`src/rtl/pipeline_hazard_ctrl.sv`:
```
// Pipeline hazard controller: prioritised stall/bubble generation (mem busy > jump > multicycle > load-use).
// Optional performance counters are enabled with macro PIPE_HAZARD_PERF_EN.
module pipeline_hazard_ctrl #(
    parameter int MC_W = 4
) (
    input  logic            clk,
    input  logic            resetn,
    input  logic            d_use_rs,
    input  logic            d_use_rt,
    input  logic [4:0]      d_rs,
    input  logic [4:0]      d_rt,
    input  logic            e_wreg,
    input  logic            e_m2reg,
    input  logic [4:0]      e_rn,
    input  logic            e_mc_start,
    input  logic [MC_W-1:0] e_mc_cycles,
    input  logic            m_do_jmp,
    input  logic            m_mem_busy,
    output logic            f_stall,
    output logic            d_stall,
    output logic            e_stall,
    output logic            m_stall,
    output logic            d_bubble,
    output logic            e_bubble,
    output logic            m_bubble,
    output logic            w_bubble,
`ifdef PIPE_HAZARD_PERF_EN
    output logic [31:0]     perf_stall_cycles,
    output logic [31:0]     perf_flush_cnt,
`endif
    output logic            mc_busy
);

    typedef enum logic {RUN = 1'b0, MC = 1'b1} mc_state_e;

    mc_state_e       state_r, state_next_s;
    // Counter holds the number of MC-state cycles still to be spent, so an
    // N-cycle op costs one RUN cycle plus N-2 MC cycles (N-1 stall cycles total).
    logic [MC_W-1:0] cnt_r, cnt_next_s;

    logic f_stall_s, d_stall_s, e_stall_s, m_stall_s;
    logic d_bubble_s, e_bubble_s, m_bubble_s, w_bubble_s;
    logic load_use_s, jump_s;

    // Load-use detection; register 0 never creates a dependency
    always_comb begin
        load_use_s = e_wreg && e_m2reg && (e_rn != 5'd0) &&
                     ((d_use_rs && (d_rs == e_rn)) || (d_use_rt && (d_rt == e_rn)));
    end

    // Prioritised hazard resolution and FSM next-state
    always_comb begin
        f_stall_s    = 1'b0;
        d_stall_s    = 1'b0;
        e_stall_s    = 1'b0;
        m_stall_s    = 1'b0;
        d_bubble_s   = 1'b0;
        e_bubble_s   = 1'b0;
        m_bubble_s   = 1'b0;
        w_bubble_s   = 1'b0;
        jump_s       = 1'b0;
        state_next_s = state_r;
        cnt_next_s   = cnt_r;
        if (!resetn) begin
            state_next_s = RUN;
            cnt_next_s   = {MC_W{1'b0}};
        end else if (m_mem_busy) begin
            f_stall_s  = 1'b1;
            d_stall_s  = 1'b1;
            e_stall_s  = 1'b1;
            m_stall_s  = 1'b1;
            w_bubble_s = 1'b1;
        end else if (m_do_jmp) begin
            jump_s       = 1'b1;
            d_bubble_s   = 1'b1;
            e_bubble_s   = 1'b1;
            m_bubble_s   = 1'b1;
            state_next_s = RUN;
            cnt_next_s   = {MC_W{1'b0}};
        end else begin
            case (state_r)
                MC: begin
                    f_stall_s  = 1'b1;
                    d_stall_s  = 1'b1;
                    e_stall_s  = 1'b1;
                    m_bubble_s = 1'b1;
                    if (cnt_r <= MC_W'(1)) begin
                        state_next_s = RUN;
                        cnt_next_s   = {MC_W{1'b0}};
                    end else begin
                        cnt_next_s = cnt_r - MC_W'(1);
                    end
                end
                RUN: begin
                    if (e_mc_start && (e_mc_cycles >= MC_W'(2))) begin
                        f_stall_s  = 1'b1;
                        d_stall_s  = 1'b1;
                        e_stall_s  = 1'b1;
                        m_bubble_s = 1'b1;
                        cnt_next_s = e_mc_cycles - MC_W'(2);
                        if (e_mc_cycles == MC_W'(2)) begin
                            state_next_s = RUN;
                        end else begin
                            state_next_s = MC;
                        end
                    end else if (load_use_s) begin
                        f_stall_s  = 1'b1;
                        d_stall_s  = 1'b1;
                        e_bubble_s = 1'b1;
                    end else begin
                        state_next_s = RUN;
                    end
                end
                default: begin
                    state_next_s = RUN;
                    cnt_next_s   = {MC_W{1'b0}};
                end
            endcase
        end
    end

    // Multicycle FSM state and counter
    always_ff @(posedge clk or negedge resetn) begin
        if (!resetn) begin
            state_r <= RUN;
            cnt_r   <= {MC_W{1'b0}};
        end else begin
            state_r <= state_next_s;
            cnt_r   <= cnt_next_s;
        end
    end

`ifdef PIPE_HAZARD_PERF_EN
    logic [31:0] perf_stall_r, perf_flush_r;

    // Performance counters, free-running with natural wrap
    always_ff @(posedge clk or negedge resetn) begin
        if (!resetn) begin
            perf_stall_r <= 32'd0;
            perf_flush_r <= 32'd0;
        end else begin
            if (f_stall_s) begin
                perf_stall_r <= perf_stall_r + 32'd1;
            end
            if (jump_s) begin
                perf_flush_r <= perf_flush_r + 32'd1;
            end
        end
    end

    assign perf_stall_cycles = perf_stall_r;
    assign perf_flush_cnt    = perf_flush_r;
`endif

    assign f_stall  = f_stall_s;
    assign d_stall  = d_stall_s;
    assign e_stall  = e_stall_s;
    assign m_stall  = m_stall_s;
    assign d_bubble = d_bubble_s;
    assign e_bubble = e_bubble_s;
    assign m_bubble = m_bubble_s;
    assign w_bubble = w_bubble_s;
    assign mc_busy  = (state_r == MC);

endmodule

```
`config.mk`:
```
export PLATFORM = sky130hd
export DESIGN_NAME = pipeline_hazard_ctrl
export DESIGN_NICKNAME = d
export VERILOG_FILES = /design/src/rtl/pipeline_hazard_ctrl.sv
export SDC_FILE = /design/constraint.sdc
export NUM_CORES = 1
export LEC_CHECK = 0
export BUFFER_PORTS_ARGS = -buffer_cell sky130_fd_sc_hd__buf_2
export CAP_MARGIN = 40
export CORE_UTILIZATION = 38
export DETAILED_ROUTE_END_ITERATION = 16
export GPL_TIMING_DRIVEN = 1
export HOLD_SLACK_MARGIN = 0.05
export PLACE_DENSITY = 0.74
export RECOVER_POWER = 50
export SLEW_MARGIN = 20
export SYNTH_ARGS = -nofsm -noshare
export SYNTH_HDL_FRONTEND = slang
export SYNTH_SLANG_ARGS = --single-unit
export TNS_END_PERCENT = 10
```
`constraint.sdc`:
```
create_clock -name clk -period 2.5 [get_ports clk]
set_clock_uncertainty 0.1 [all_clocks]
set_input_delay 0.75 -clock clk [delete_from_list [all_inputs] [get_ports clk]]
set_output_delay 0.75 -clock clk [all_outputs]
set_load 0.03 [all_outputs]
```
# --- Word level (Yosys, flattened, before mapping) ---
# Cells that the tools add are included.
op_classes:
  add_sub_neg: 2
  order_cmp: 2
  n_eq_ne: 5
  n_mux: 37
  bitwise_logic: 1
  reduce_logical: 9
op_table:
  columns: ["operator", "n"]
  rows:
  - ["1-bit 2-to-1 mux", 28]
  - ["4-bit 2-to-1 mux", 5]
  - ["5-bit == test", 2]
  - ["4-bit one-hot mux with 2 select lines", 1]
  - ["1-bit logical AND", 6]
  - ["1-bit one-hot mux with 2 select lines", 3]
  - ["5-bit nonzero test", 1]
  - ["4-bit by 2-bit == test with 1-bit output (second input constant)", 1]
  - ["4-bit by 2-bit greater-or-equal comparator with 1-bit output (second input constant)", 1]
  - ["4-bit by 1-bit less-or-equal comparator with 1-bit output (second input constant)", 1]
  - ["4-bit != test (second input constant)", 1]
  - ["4-bit by 1-bit subtractor with 4-bit output (second input constant)", 1]
  - ["4-bit by 2-bit subtractor with 4-bit output (second input constant)", 1]
  - ["2-bit != test (second input constant)", 1]
  - ["2-bit AND reduction", 1]
  - ["1-bit logical OR", 1]
  - ["1-bit inverter", 1]
totals:
  reg_bits: 5
  inputBits: 28
  output_inout_bits: 9
  word_cells: 58

# --- Logic depth before layout (Yosys ltp) ---
# Gate-level depths: netlist of run 1.
logic_depth:
  ltp_word: 10
  depth_mapped: 6
  depth_no_buf: 6

# --- Least setup slack after synthesis of run 1 ---
# OpenSTA, ideal clock, no wires.
synth_timing:
  path_kind: "input to output"
  startpoint: "input port e_rn[3]"
  endpoint: "output port f_stall"
  arrival_ns: 2.458
  required_time_ns: 1.650
  path_slack_ns: -0.808
  path_stages: 5
  n_path_buf: 1
  path_cell_list: "xor2_1 -> nor4_1 -> a32oi_1 -> o31ai_1 -> buf_4"
synth_between:
  elab_chain_cells: 10
  elab_cells_between_ends: 14
  cone_classes: "2 x eq/ne; 6 x mux; 6 x reduce/logical"
synth_lines:
  columns: ["element", "line_no", "rtl"]
  rows:
  - ["start: declaration", "14", "input logic [4:0] e_rn,"]
  - ["5-bit == test", "48", "((d_use_rs && (d_rs == e_rn)) || (d_use_rt && (d_rt == e_rn)));"]
  - ["1-bit logical AND", "48", null]
  - ["1-bit logical OR", "48", null]
  - ["1-bit logical AND *", "47", "load_use_s = e_wreg && e_m2reg && (e_rn != 5'd0) &&"]
  - ["1-bit 2-to-1 mux * (2 in a row)", null, null]
  - ["1-bit one-hot mux with 2 select lines *", null, null]
  - ["1-bit 2-to-1 mux * (3 in a row)", null, null]
  - ["end: declaration", "19", "output logic f_stall,"]
# Mark *: on every way between the ends. The rest lies on a longest branch, timed or not.

# --- Worst setup path in the final report of run 1 ---
layout_timing:
  startpoint: "input port d_rs[3]"
  endpoint: "output port e_bubble"
layout_between:
  elab_chain_cells: 10
layout_lines:
  columns: ["element", "line_no", "rtl"]
  rows:
  - ["start: declaration", "10", "input logic [4:0] d_rs,"]
  - ["5-bit == test", "48", null]
  - ["1-bit logical AND", "48", null]
  - ["1-bit logical OR", "48", null]
  - ["1-bit logical AND", "47", null]
  - ["1-bit 2-to-1 mux", "106", "end else if (load_use_s) begin"]
  - ["1-bit 2-to-1 mux", "95", "if (e_mc_start && (e_mc_cycles >= MC_W'(2))) begin"]
  - ["1-bit 2-to-1 mux", "81", "case (state_r)"]
  - ["1-bit 2-to-1 mux", "73", "end else if (m_do_jmp) begin"]
  - ["1-bit 2-to-1 mux", "67", "end else if (m_mem_busy) begin"]
  - ["1-bit 2-to-1 mux", "64", "if (!resetn) begin"]
  - ["end: declaration", "24", "output logic e_bubble,"]
# No other way between the ends.

==> results of run 1 <==
power by group:
group          internal (mW)  total, mW  switching (mW)
Clock                 0.0604     0.0940          0.0337
Combinational         0.0831      0.174          0.0910
Sequential            0.0847     0.0880         0.00330
Yosys cell counts, drive strengths merged:
master,instances,share of area
inv,8,0.048
xor2,8,0.11
nand2,7,0.042
a21oi,6,0.048
nor2,6,0.036
dfrtp,5,0.20
ha,3,0.060
o21ai,3,0.024
xnor2,3,0.042
a211o,2,0.028
a21boi,2,0.024
and2,2,0.020
buf,2,0.024
nor2b,2,0.020
nor4,2,0.020
o22ai,2,0.020
o31a,2,0.028
o31ai,2,0.024
a31oi,1,0.010
a32o,1,0.016
a32oi,1,0.014
a41oi,1,0.014
clkbuf,1,0.0060
nand2b,1,0.010
nand4,1,0.010
o211ai,1,0.012
o21a,1,0.012
o21bai,1,0.012
o32ai,1,0.014
or2,1,0.010
or3,1,0.010
or4,1,0.012
or4b,1,0.016
timing repair:
action                     CTS  global route
pin swaps                    8             7
hold buffers                 0             0
hold endpoints to repair     0             0
gates resized for setup     18             9
setup endpoints to repair    5             5
setup buffers                0             1
through the flow:
| stage | power (mW) | std cells | worst slack [ns] | cell area (sq um) |
|---|---|---|---|---|
| floorplan | 0.167 | 82 | -0.291 | 646 |
| global placement | 0.229 | 146 | -0.435 | 936 |
| detailed placement | 0.232 | 146 | -0.421 | 936 |
| CTS | 0.342 | 150 | -0.350 | 1030 |
| global route | 0.380 | 151 | -0.420 | 1090 |
| finish | 0.356 | 151 | -0.387 | 1090 |
cell families after synthesis:
family                     synth area share
and+or+nand+nor                       0.206
adders and majority gates            0.0601
AOI/OAI and AO/OA                     0.301
DFF                                   0.200
xor gates and xnor gates              0.154
buffers and inverters                0.0781
flip-flops by register name, summed over array words and instances, names as in the netlist:
register,cells
cnt_r,4
mc_busy,1
layout make-up:
class	count	area, sq um
multi-input cells	66	528
fillers	134	435
repair buffers	52	359
flip-flops and latches	5	125
inverters	8	30.0
clock buffers	4	26.3
well taps	16	20.0
routing by layer:
layer  up-vias  track usage  share of wire
li1        400            -              -
met1       397        0.285           0.42
met2        34        0.425           0.50
met3         6       0.0302          0.050
met4         0       0.0750          0.029
met5         -            0              0
worst max-delay path by stage:
stage	from	cells past startpoint	endpoint	slack, ns
CTS	e_rn[4]	6	e_bubble	-0.35
detailed placement	e_rn[3]	6	d_stall	-0.42
finish	d_rs[3]	7	e_bubble	-0.39
floorplan	e_rn[3]	5	f_stall	-0.29
global route	d_rs[3]	6	d_stall	-0.42
global placement	e_rn[3]	6	d_stall	-0.43
==> implementation parameters, run 1 <==
Parameter                              Value

Placement
  Port Buffers    36
  Gpl congestion    0.830
  Total half-perimeter wirelength after legalization and detailed placement    1520 microns

Worst setup path
  Delay of the slowest cell on the worst path    between 0.3 and 0.4 ns
  Combined buffer and inverter count along the critical path    3
  Arrival time reported for the critical path endpoint    2.04 ns
  Highest net fanout along the worst path    2
  Crit-path slowest cell    sky130_fd_sc_hd__nor4_4
  Top cell family by delay on the critical path    buffers and inverters
  CP Launch Type    input pin
  Crit-path cells    buf_8, xor2_4, nor4_4, a32oi_2, buf_4, o21bai_2, buf_6
  Cell depth of the worst flop-to-flop path    6
  Critical Path Sink Type    primary output
  Startpoint-to-endpoint class of the critical path    input pin to primary output
  FF-to-FF setup slack    0.77 ns
  Critical Path RT    around 1.7 ns
  Worst R2R End    cnt_r[1]$_DFFE_PN0P_
  RR Startpoint    cnt_r[0]$_DFFE_PN0P_

Route
  Via count    about 840
  Post-DRT Antenna Nets    0
  Post-route DRC violation count    0
  Post-detailed-route wirelength per cell    approximately 14 microns
  Number of detailed-route iterations in the first pass    5
  Total routed wirelength    ~2100 microns
  Initial DRC Count    between 50 and 60
  Per-cell via count in the routed design    5.54

STA
  Max Clock Freq    346 MHz
  Rel. slew slack    0.762
  Hold WS    0.366 ns
  Final critical delay including setup and external delays    2.89 ns
  Final Slew Violations    0
  TNS Setup    -1.36 ns
  RSZ-0062 raised after global routing    true
  Fin. Hold Viols    0
  Post-route fraction of the period consumed by the critical path    1.15
  Final worst setup slack    -0.387 ns
  Worst Max-Slew Pin Slew    0.354 ns
  Setup-failing EPs final    5

Cells and area
  Syn-to-layout area delta    74.3%
  Leading cell type in the layout, fill and taps excluded    sky130_fd_sc_hd__buf_2
  ANT cells    0
  Proportion of layout cells with a drive suffix above 1    0.467
  Final core utilization    0.714
  Final-stage net count    167
  Commonest cells after routing, fill and taps aside    26 x sky130_fd_sc_hd__buf_2, 16 x sky130_fd_sc_hd__buf_4, 8 x sky130_fd_sc_hd__inv_1, 8 x sky130_fd_sc_hd__buf_6, 7 x sky130_fd_sc_hd__nand2_1

Power and ir drop
  Leak pwr    0.528 nW
  Pwr per Cell Area    327 mW/mm^2
  Maximum VDD drop    0.215 mV

Floorplan
  Die area    between 0.0015 and 0.002 sq mm
  Overall die width    42.5 microns
  Initial core utilization    0.410
  Std-Cell Rows    14
  Ports    37
  Core Region    0.00152 sq mm
  Vertical die dimension    around 43 microns

Yosys
  Count of state elements after synthesis    5
  Sequential element share of the synthesized area    0.200
  Number of instances in the synthesized netlist    82
  Area of the mapped netlist    624 sq um
  Mapped Avg Cell Area    7.61 sq um
  Warnings, synthesis    0
  Post-Syn Nets    between 100 and 150
  Count of distinct cell types in the synthesized netlist    34

Clock network
  Reg clk slew, reported paths    0.04 ns
  Clock tree sinks    5
  Clock tree root buffer cell    sky130_fd_sc_hd__clkbuf_4
  Buffer levels on the longest clock path    2
  Max H-tree Level    1
  Clock latency on the worst-skew pair    0.24 ns
  Number of buffers created by CTS    3
  CTS tree    built

GRT
  Number of global-route vias before repair    about 770
  Initial antenna violation count    0
  Total global-route track usage    0.235
  Grt ovf    0
  Maximum number of pins on one net before global-route repair    15
  Global-route wire length before repair    approximately 3300 microns

Run
  Max capacitance violation total    0

Outcome
  Violated checks    negative setup slack
  Status    finished with violations

Min path
  Type of the tightest min-delay check    input pin to async pin
Power figures use the tool's default switching activity.
==> run 2: changes to the inputs <==
- BUFFER_PORTS_ARGS: -buffer_cell sky130_fd_sc_hd__buf_2 -> not set
- CORE_AREA: not set -> 2 2 39 41
- CORE_UTILIZATION: 38 -> not set
- DIE_AREA: not set -> 0 0 41 43
- DONT_BUFFER_PORTS: not set -> 1
- PLACE_DENSITY: 0.74 -> 0.64
==> run 2 against run 1 <==
  * The run still ends with negative setup slack left
  * Final area down 26%
  * Routed wire length down 29%
  * Die area down 2.6%
  * Maximum frequency up 5.6%
  * Highest routed layer unchanged
  * Worst setup slack better by 0.15 ns
==> implementation parameters, run 2 (synthesis results as in run 1) <==
Parameter                              Value

Outcome
  Status    finished with violations
  Violated checks    negative setup slack

STA
  Hold WS    0.0933 ns (-0.273 ns)
  RSZ-0062 raised after global routing    true
  Final worst setup slack    -0.235 ns (+0.152 ns)
  Final critical delay including setup and external delays    2.73 ns (-0.152 ns)
  Max Clock Freq    366 MHz (+5.6%)
  Worst Max-Slew Pin Slew    0.495 ns (+0.141 ns)
  Fin. Hold Viols    0 (unchanged)
  Rel. slew slack    0.669 (-0.0925)
  Post-route fraction of the period consumed by the critical path    1.09 (-0.0607)
  Final Slew Violations    0 (unchanged)
  Setup-failing EPs final    4 (-1)

Floorplan
  Vertical die dimension    43 microns (+1.1%)
  Ports    37 (unchanged)
  Die area    0.00176 sq mm (-2.6%)
  Core Region    0.00138 sq mm (-9.2%)
  Overall die width    41 microns (-3.6%)
  Initial core utilization    0.451 (+0.0415)
  Std-Cell Rows    14 (unchanged)

Worst setup path
  Arrival time reported for the critical path endpoint    1.88 ns (-0.16 ns)
  CP Launch Type    input pin
  Critical Path RT    1.65 ns (about the same)
  Highest net fanout along the worst path    3 (+1)
  Startpoint-to-endpoint class of the critical path    input pin to primary output
  Critical Path Sink Type    primary output

GRT
  Total global-route track usage    0.202 (-0.0329)
  Grt ovf    0 (unchanged)
  Initial antenna violation count    0 (unchanged)
  Global-route wire length before repair    2460 microns (-25%)
  Maximum number of pins on one net before global-route repair    15 (unchanged)
  Number of global-route vias before repair    627 (-19%)

Cells and area
  Area of the multi-input gates    504 sq um (-4.5%)
  Proportion of layout cells with a drive suffix above 1    0.234 (-0.233)
  Final-stage net count    126 (-25%)
  Most flop-heavy register    cnt_r
  Register area    125 sq um (unchanged)
  Largest register FFs    4 (unchanged)
  ANT cells    0 (unchanged)
  Syn-to-layout area delta    28.3%
  Commonest cells after routing, fill and taps aside    8 x sky130_fd_sc_hd__xor2_1, 8 x sky130_fd_sc_hd__buf_4, 7 x sky130_fd_sc_hd__inv_1, 7 x sky130_fd_sc_hd__nand2_1, 6 x sky130_fd_sc_hd__a21oi_1
  Filler instances    131 (-2.2%)
  Area of all placed cells without fillers    801 sq um (-26%)

Placement
  Placement-stage cell area    723 sq um (-23%)
  Port Buffers    0 (-100%)
  Gpl congestion    0.947 (+14%)
  Total half-perimeter wirelength after legalization and detailed placement    1190 microns (-21%)

Power and ir drop
  Leak pwr    0.338 nW (-36%)
  Maximum VDD drop    0.356 mV (+65%)
  Pwr per Cell Area    365 mW/mm^2 (+12%)

Clock network
  Max H-tree Level    1 (unchanged)
  Clock tree root buffer cell    sky130_fd_sc_hd__clkbuf_4
  Number of buffers inserted by hold repair at cts    0 (unchanged)
  Reg clk slew, reported paths    0.05 ns (about the same)
  Clock latency on the worst-skew pair    0.25 ns (about the same)
  CTS tree    built
  Buffer levels on the longest clock path    2 (unchanged)
  Number of buffers created by CTS    3 (unchanged)
  Clock tree sinks    5 (unchanged)

Min path
  Type of the tightest min-delay check    input pin to async pin

Route
  Post-DRT Antenna Nets    0 (unchanged)
  Via count    633 (-24%)
  Number of detailed-route iterations in the first pass    4 (-1)
  Per-cell via count in the routed design    5.75 (+3.8%)
  Total routed wirelength    1510 microns (-29%)
  Post-route DRC violation count    0 (unchanged)
  Initial DRC Count    12 (-78%)
  Post-detailed-route wirelength per cell    13.7 microns (-3.0%)

Run
  Max capacitance violation total    0 (unchanged)
run 2: path summary, 6_finish.rpt:
check	from	end	slack, ns	depth (start not counted)
setup / recovery	e_rn[4]	d_stall	-0.23	5
min in group clk	cnt_r[3]$_DFFE_PN0P_	cnt_r[3]$_DFFE_PN0P_	0.47	2
max in group asynchronous	resetn	cnt_r[0]$_DFFE_PN0P_	2.13	0
hold reg to reg	cnt_r[3]$_DFFE_PN0P_	cnt_r[3]$_DFFE_PN0P_	0.47	2
setup reg to reg	cnt_r[0]$_DFFE_PN0P_	cnt_r[1]$_DFFE_PN0P_	0.73	6
hold / removal	resetn	cnt_r[2]$_DFFE_PN0P_	0.09	0
run 2: through the flow:
| stage | cells | setup slack, ns | util | power, mW | setup TNS, ns |
|---|---|---|---|---|---|
| after floorplan | 82 | -0.291 | - | 0.167 | -0.677 |
| after global placement | 104 | -0.327 | 0.523 | 0.189 | -0.867 |
| after detailed placement | 104 | -0.362 | 0.523 | 0.189 | -0.933 |
| after CTS | 110 | -0.221 | 0.573 | 0.293 | -0.652 |
| after global routing | 110 | -0.272 | 0.579 | 0.313 | -0.932 |
| final | 110 | -0.235 | 0.579 | 0.292 | -0.719 |
run 2: power by group:
part | total (mW) | switching [mW] | internal [mW] | leakage (nW)
registers | 0.0879 | 0.00319 | 0.0847 | 0.0686
logic | 0.109 | 0.0603 | 0.0483 | 0.254
clock network | 0.0959 | 0.0354 | 0.0605 | 0.0150
total | 0.292 | 0.0989 | 0.193 | 0.338
run 2: final cells by class:
cell class,count,area share
Timing Repair Buffer,11,0.119
Clock buffer,4,0.0328
Multi-Input combinational cell,66,0.630
Sequential cell,5,0.156
Inverter,8,0.0375
Tap cell,16,0.0250
run 2: what timing repair did:
item                       4_1_cts  5_1_grt
gates resized for setup          6        4
buffers inserted                 2        0
setup endpoints to repair        5        5
pin swaps                        5        6
run 2: critical path, cell delays in order:
cell and delay (ns):
sky130_fd_sc_hd__or4_4 0.51, sky130_fd_sc_hd__o211ai_1 0.23, sky130_fd_sc_hd__buf_4 0.16, sky130_fd_sc_hd__o31ai_4 0.07, sky130_fd_sc_hd__buf_12 0.16
run 2: per-layer routing:
layer	share of wire	vias to the layer above	GRT usage
li1	-	323	-
met1	0.42	283	0.251
met3	0.072	6	0.0785
met4	0.030	0	0.100
met5	0	-	0
met2	0.48	21	0.294
==> run 3: changes to the inputs <==
- ABC_AREA: not set -> 1
- CORE_AREA: 2 2 39 41 -> not set
- CORE_MARGIN: not set -> 5
- CORE_UTILIZATION: not set -> 54
- DIE_AREA: 0 0 41 43 -> not set
- PLACE_DENSITY: 0.64 -> 0.72
==> run 3 against run 2 <==
  * The flow now finishes without violations
  * Combinational power rose by 8%
  * Die area rose by 21%
  * Clock power fell by 0.4%
  * Utilization rose by 4.6 points
==> implementation parameters, run 3 <==
Parameter                              Value

Cells and area
  Filler instances    129 (-1.5%)
  Final core utilization    0.624 (+0.0456)
  Most flop-heavy register    cnt_r
  Largest register FFs    4 (unchanged)
  Final-stage net count    172 (+37%)
  Proportion of layout cells with a drive suffix above 1    0.143 (-0.0912)
  Leading cell type in the layout, fill and taps excluded    sky130_fd_sc_hd__nand2_1
  Commonest cells after routing, fill and taps aside    43 x sky130_fd_sc_hd__nand2_1, 28 x sky130_fd_sc_hd__inv_1, 16 x sky130_fd_sc_hd__nor2_1, 10 x sky130_fd_sc_hd__nand3_1, 6 x sky130_fd_sc_hd__o21ai_0
  ANT cells    0 (unchanged)
  Syn-to-layout area delta    11.4%

Yosys
  Predominant post-synthesis flop cell    sky130_fd_sc_hd__dfrtp_1
  Count of state elements after synthesis    5 (unchanged)
  Most numerous cell in the Yosys netlist    sky130_fd_sc_hd__nand2_1
  Top cell type by total area after synthesis    sky130_fd_sc_hd__nand2_1
  Warnings, synthesis    0 (unchanged)
  Dominant cells by area after synthesis    sky130_fd_sc_hd__nand2_1 24%, sky130_fd_sc_hd__dfrtp_1 18%, sky130_fd_sc_hd__inv_1 15%
  EDFF count, synth    0 (unchanged)
  Count of distinct cell types in the synthesized netlist    22 (-35%)
  Post-Syn Nets    164 (+45%)
  Area share of the leading cell type in the synthesized netlist    0.243 (+0.0426)
  Area of the mapped netlist    711 sq um (+14%)
  Synth top cells by count    46 x sky130_fd_sc_hd__nand2_1, 29 x sky130_fd_sc_hd__inv_1, 16 x sky130_fd_sc_hd__nor2_1
  Number of instances in the synthesized netlist    133 (+62%)
  Mapped Avg Cell Area    5.34 sq um (-30%)
  Share of flip-flops with an asynchronous set or reset after synthesis    1.00 (unchanged)
  Sequential element share of the synthesized area    0.176 (-0.0243)

Worst setup path
  Crit-path slowest cell    sky130_fd_sc_hd__nand2_2
  Startpoint-to-endpoint class of the critical path    input pin to primary output
  Worst R2R End    cnt_r[3]$_DFFE_PN0P_
  Crit-path cells    nor2_1, nand3_2, nand2_2, inv_1, nor2_1, nand3_1, nand2_2
  Cell depth of the worst flop-to-flop path    7 (+1)
  Delay of the slowest cell on the worst path    0.17 ns (-0.34 ns)
  FF-to-FF setup slack    0.91 ns (+0.18 ns)
  Critical Path Sink Type    primary output
  CP Launch Type    input pin
  Arrival time reported for the critical path endpoint    1.50 ns (-0.38 ns)
  Worst setup path startpoint    e_mc_cycles[2]
  RR Startpoint    cnt_r[0]$_DFFE_PN0P_
  Critical Path RT    1.65 ns (about the same)
  Highest net fanout along the worst path    4 (+1)

Route
  Wire length on met2    857 microns (+19%)
  Post-route met1 wirelength    598 microns (-6.0%)
  Total routed wirelength    1620 microns (+6.9%)
  Post-detailed-route wirelength per cell    10.4 microns (-24%)
  Initial DRC Count    5 (-7)
  Highest metal layer with signal wires    met4
  Post-route DRC violation count    0 (unchanged)
  Post-DRT Antenna Nets    0 (unchanged)
  Length of routed met3 wiring    144 microns (+32%)
  Number of detailed-route iterations in the first pass    2 (-2)
  Per-cell via count in the routed design    4.94 (-14%)
  Via count    765 (+21%)

Power and ir drop
  Post-route total power    0.309 mW (+5.8%)
  Maximum VDD drop    0.223 mV (-37%)
  Leak pwr    0.500 nW (+48%)
  Pwr per Cell Area    391 mW/mm^2 (+7.0%)

STA
  Final critical delay including setup and external delays    2.35 ns (-0.386 ns)
  Final worst setup slack    0.151 ns (+0.386 ns)
  Final Slew Violations    0 (unchanged)
  Worst Max-Slew Pin Slew    0.438 ns (-0.0570 ns)
  RSZ-0062 raised after global routing    false
  Rel. slew slack    0.705 (+0.0353)
  Max Clock Freq    426 MHz (+16%)
  Setup-failing EPs final    0 (-4)
  Fin. Hold Viols    0 (unchanged)
  TNS Setup    0 ns (+0.719 ns)
  Post-route fraction of the period consumed by the critical path    0.940 (-0.154)

Clock network
  CTS tree    built
  Max H-tree Level    1 (unchanged)
  Number of buffers added for setup after CTS    0 (-2)
  Clock tree sinks    5 (unchanged)
  Number of buffers inserted by hold repair at cts    0 (unchanged)
  Number of buffers created by CTS    3 (unchanged)
  Clock tree root buffer cell    sky130_fd_sc_hd__clkbuf_4
  Buffer levels on the longest clock path    2 (unchanged)
  Clock latency on the worst-skew pair    0.25 ns (about the same)
  Reg clk slew, reported paths    0.04 ns (about the same)
  Cells resized by post-CTS repair    0 (-6)

Placement
  Port Buffers    0 (unchanged)
  Gpl congestion    0.816 (-14%)
  Dpl ws    0.0843 ns (+0.446 ns)
  Total half-perimeter wirelength after legalization and detailed placement    1420 microns (+18%)

GRT
  Total global-route track usage    0.175 (-0.0275)
  Number of global-route vias before repair    706 (+13%)
  Grt ovf    0 (unchanged)
  Initial antenna violation count    0 (unchanged)
  Maximum number of pins on one net before global-route repair    10 (-5)
  Global-route wire length before repair    2690 microns (+9.6%)

Floorplan
  Overall die width    46.3 microns (+13%)
  Initial core utilization    0.560 (+0.109)
  Ports    37 (unchanged)
  Die area    0.00214 sq mm (+21%)
  Std-Cell Rows    13 (-1)
  Vertical die dimension    46.3 microns (+7.6%)
  Core Region    0.00127 sq mm (-8.3%)

Run
  Max capacitance violation total    0 (unchanged)

Outcome
  Status    finished, final reports clean

Min path
  Type of the tightest min-delay check    input pin to async pin
==> run 3: kinds of logic (layout without fill, tap and decap cells) <==
| kind of cell | count (synthesis) | in the layout | share of synthesized area |
|---|---|---|---|
| compound gates | 11 | 11 | 0.0828 |
| xor+xnor | 1 | 1 | 0.0123 |
| fa+ha+maj | 3 | 3 | 0.0528 |
| buf+inv | 32 | 39 | 0.180 |
| flops | 5 | 5 | 0.176 |
| simple gates | 81 | 81 | 0.497 |
==> run 3: area by class of cell <==
| cell class | count | area (sq um) | share of cell area |
|---|---|---|---|
| multi-input cells | 96 | 470 | 0.594 |
| flip-flops and latches | 5 | 126 | 0.160 |
| inverters | 30 | 113 | 0.142 |
| repair buffers | 5 | 37.5 | 0.0474 |
| clock buffers | 4 | 26.3 | 0.0332 |
| well taps | 15 | 18.8 | 0.0237 |
==> run 3: through the flow <==
step	cell area [sq um]	hold WS (ns)	std cells
after floorplan	721	0.349	133
after global placement	762	0.355	151
after detailed placement	762	0.355	151
after CTS	788	0.0948	155
after global routing	792	0.0797	155
final	792	0.0958	155
==> run 3: layer usage <==
layer,vias up,GRT usage
met4,0,0.0852
li1,413,-
met1,323,0.192
met3,3,0.0313
met5,-,0
met2,26,0.316
==> run 3: how the worst max path moves through the flow <==
stage and to:
6_report e_bubble, 4_1_cts e_bubble, 3_3_place_gp e_bubble, 3_5_place_dp e_bubble, 2_1_floorplan f_stall, 5_1_grt e_bubble
==> run 3: power breakdown <==
part,switching [mW],total [mW],internal (mW)
Clock,0.0351,0.0955,0.0605
Combinational,0.0769,0.118,0.0410
Sequential,0.00783,0.0959,0.0880
==> run 3: worst max-delay path: cells and delay by family <==
family,cells,cell delay (ns)
simple gates,6,0.67
buf+inv,1,0.06
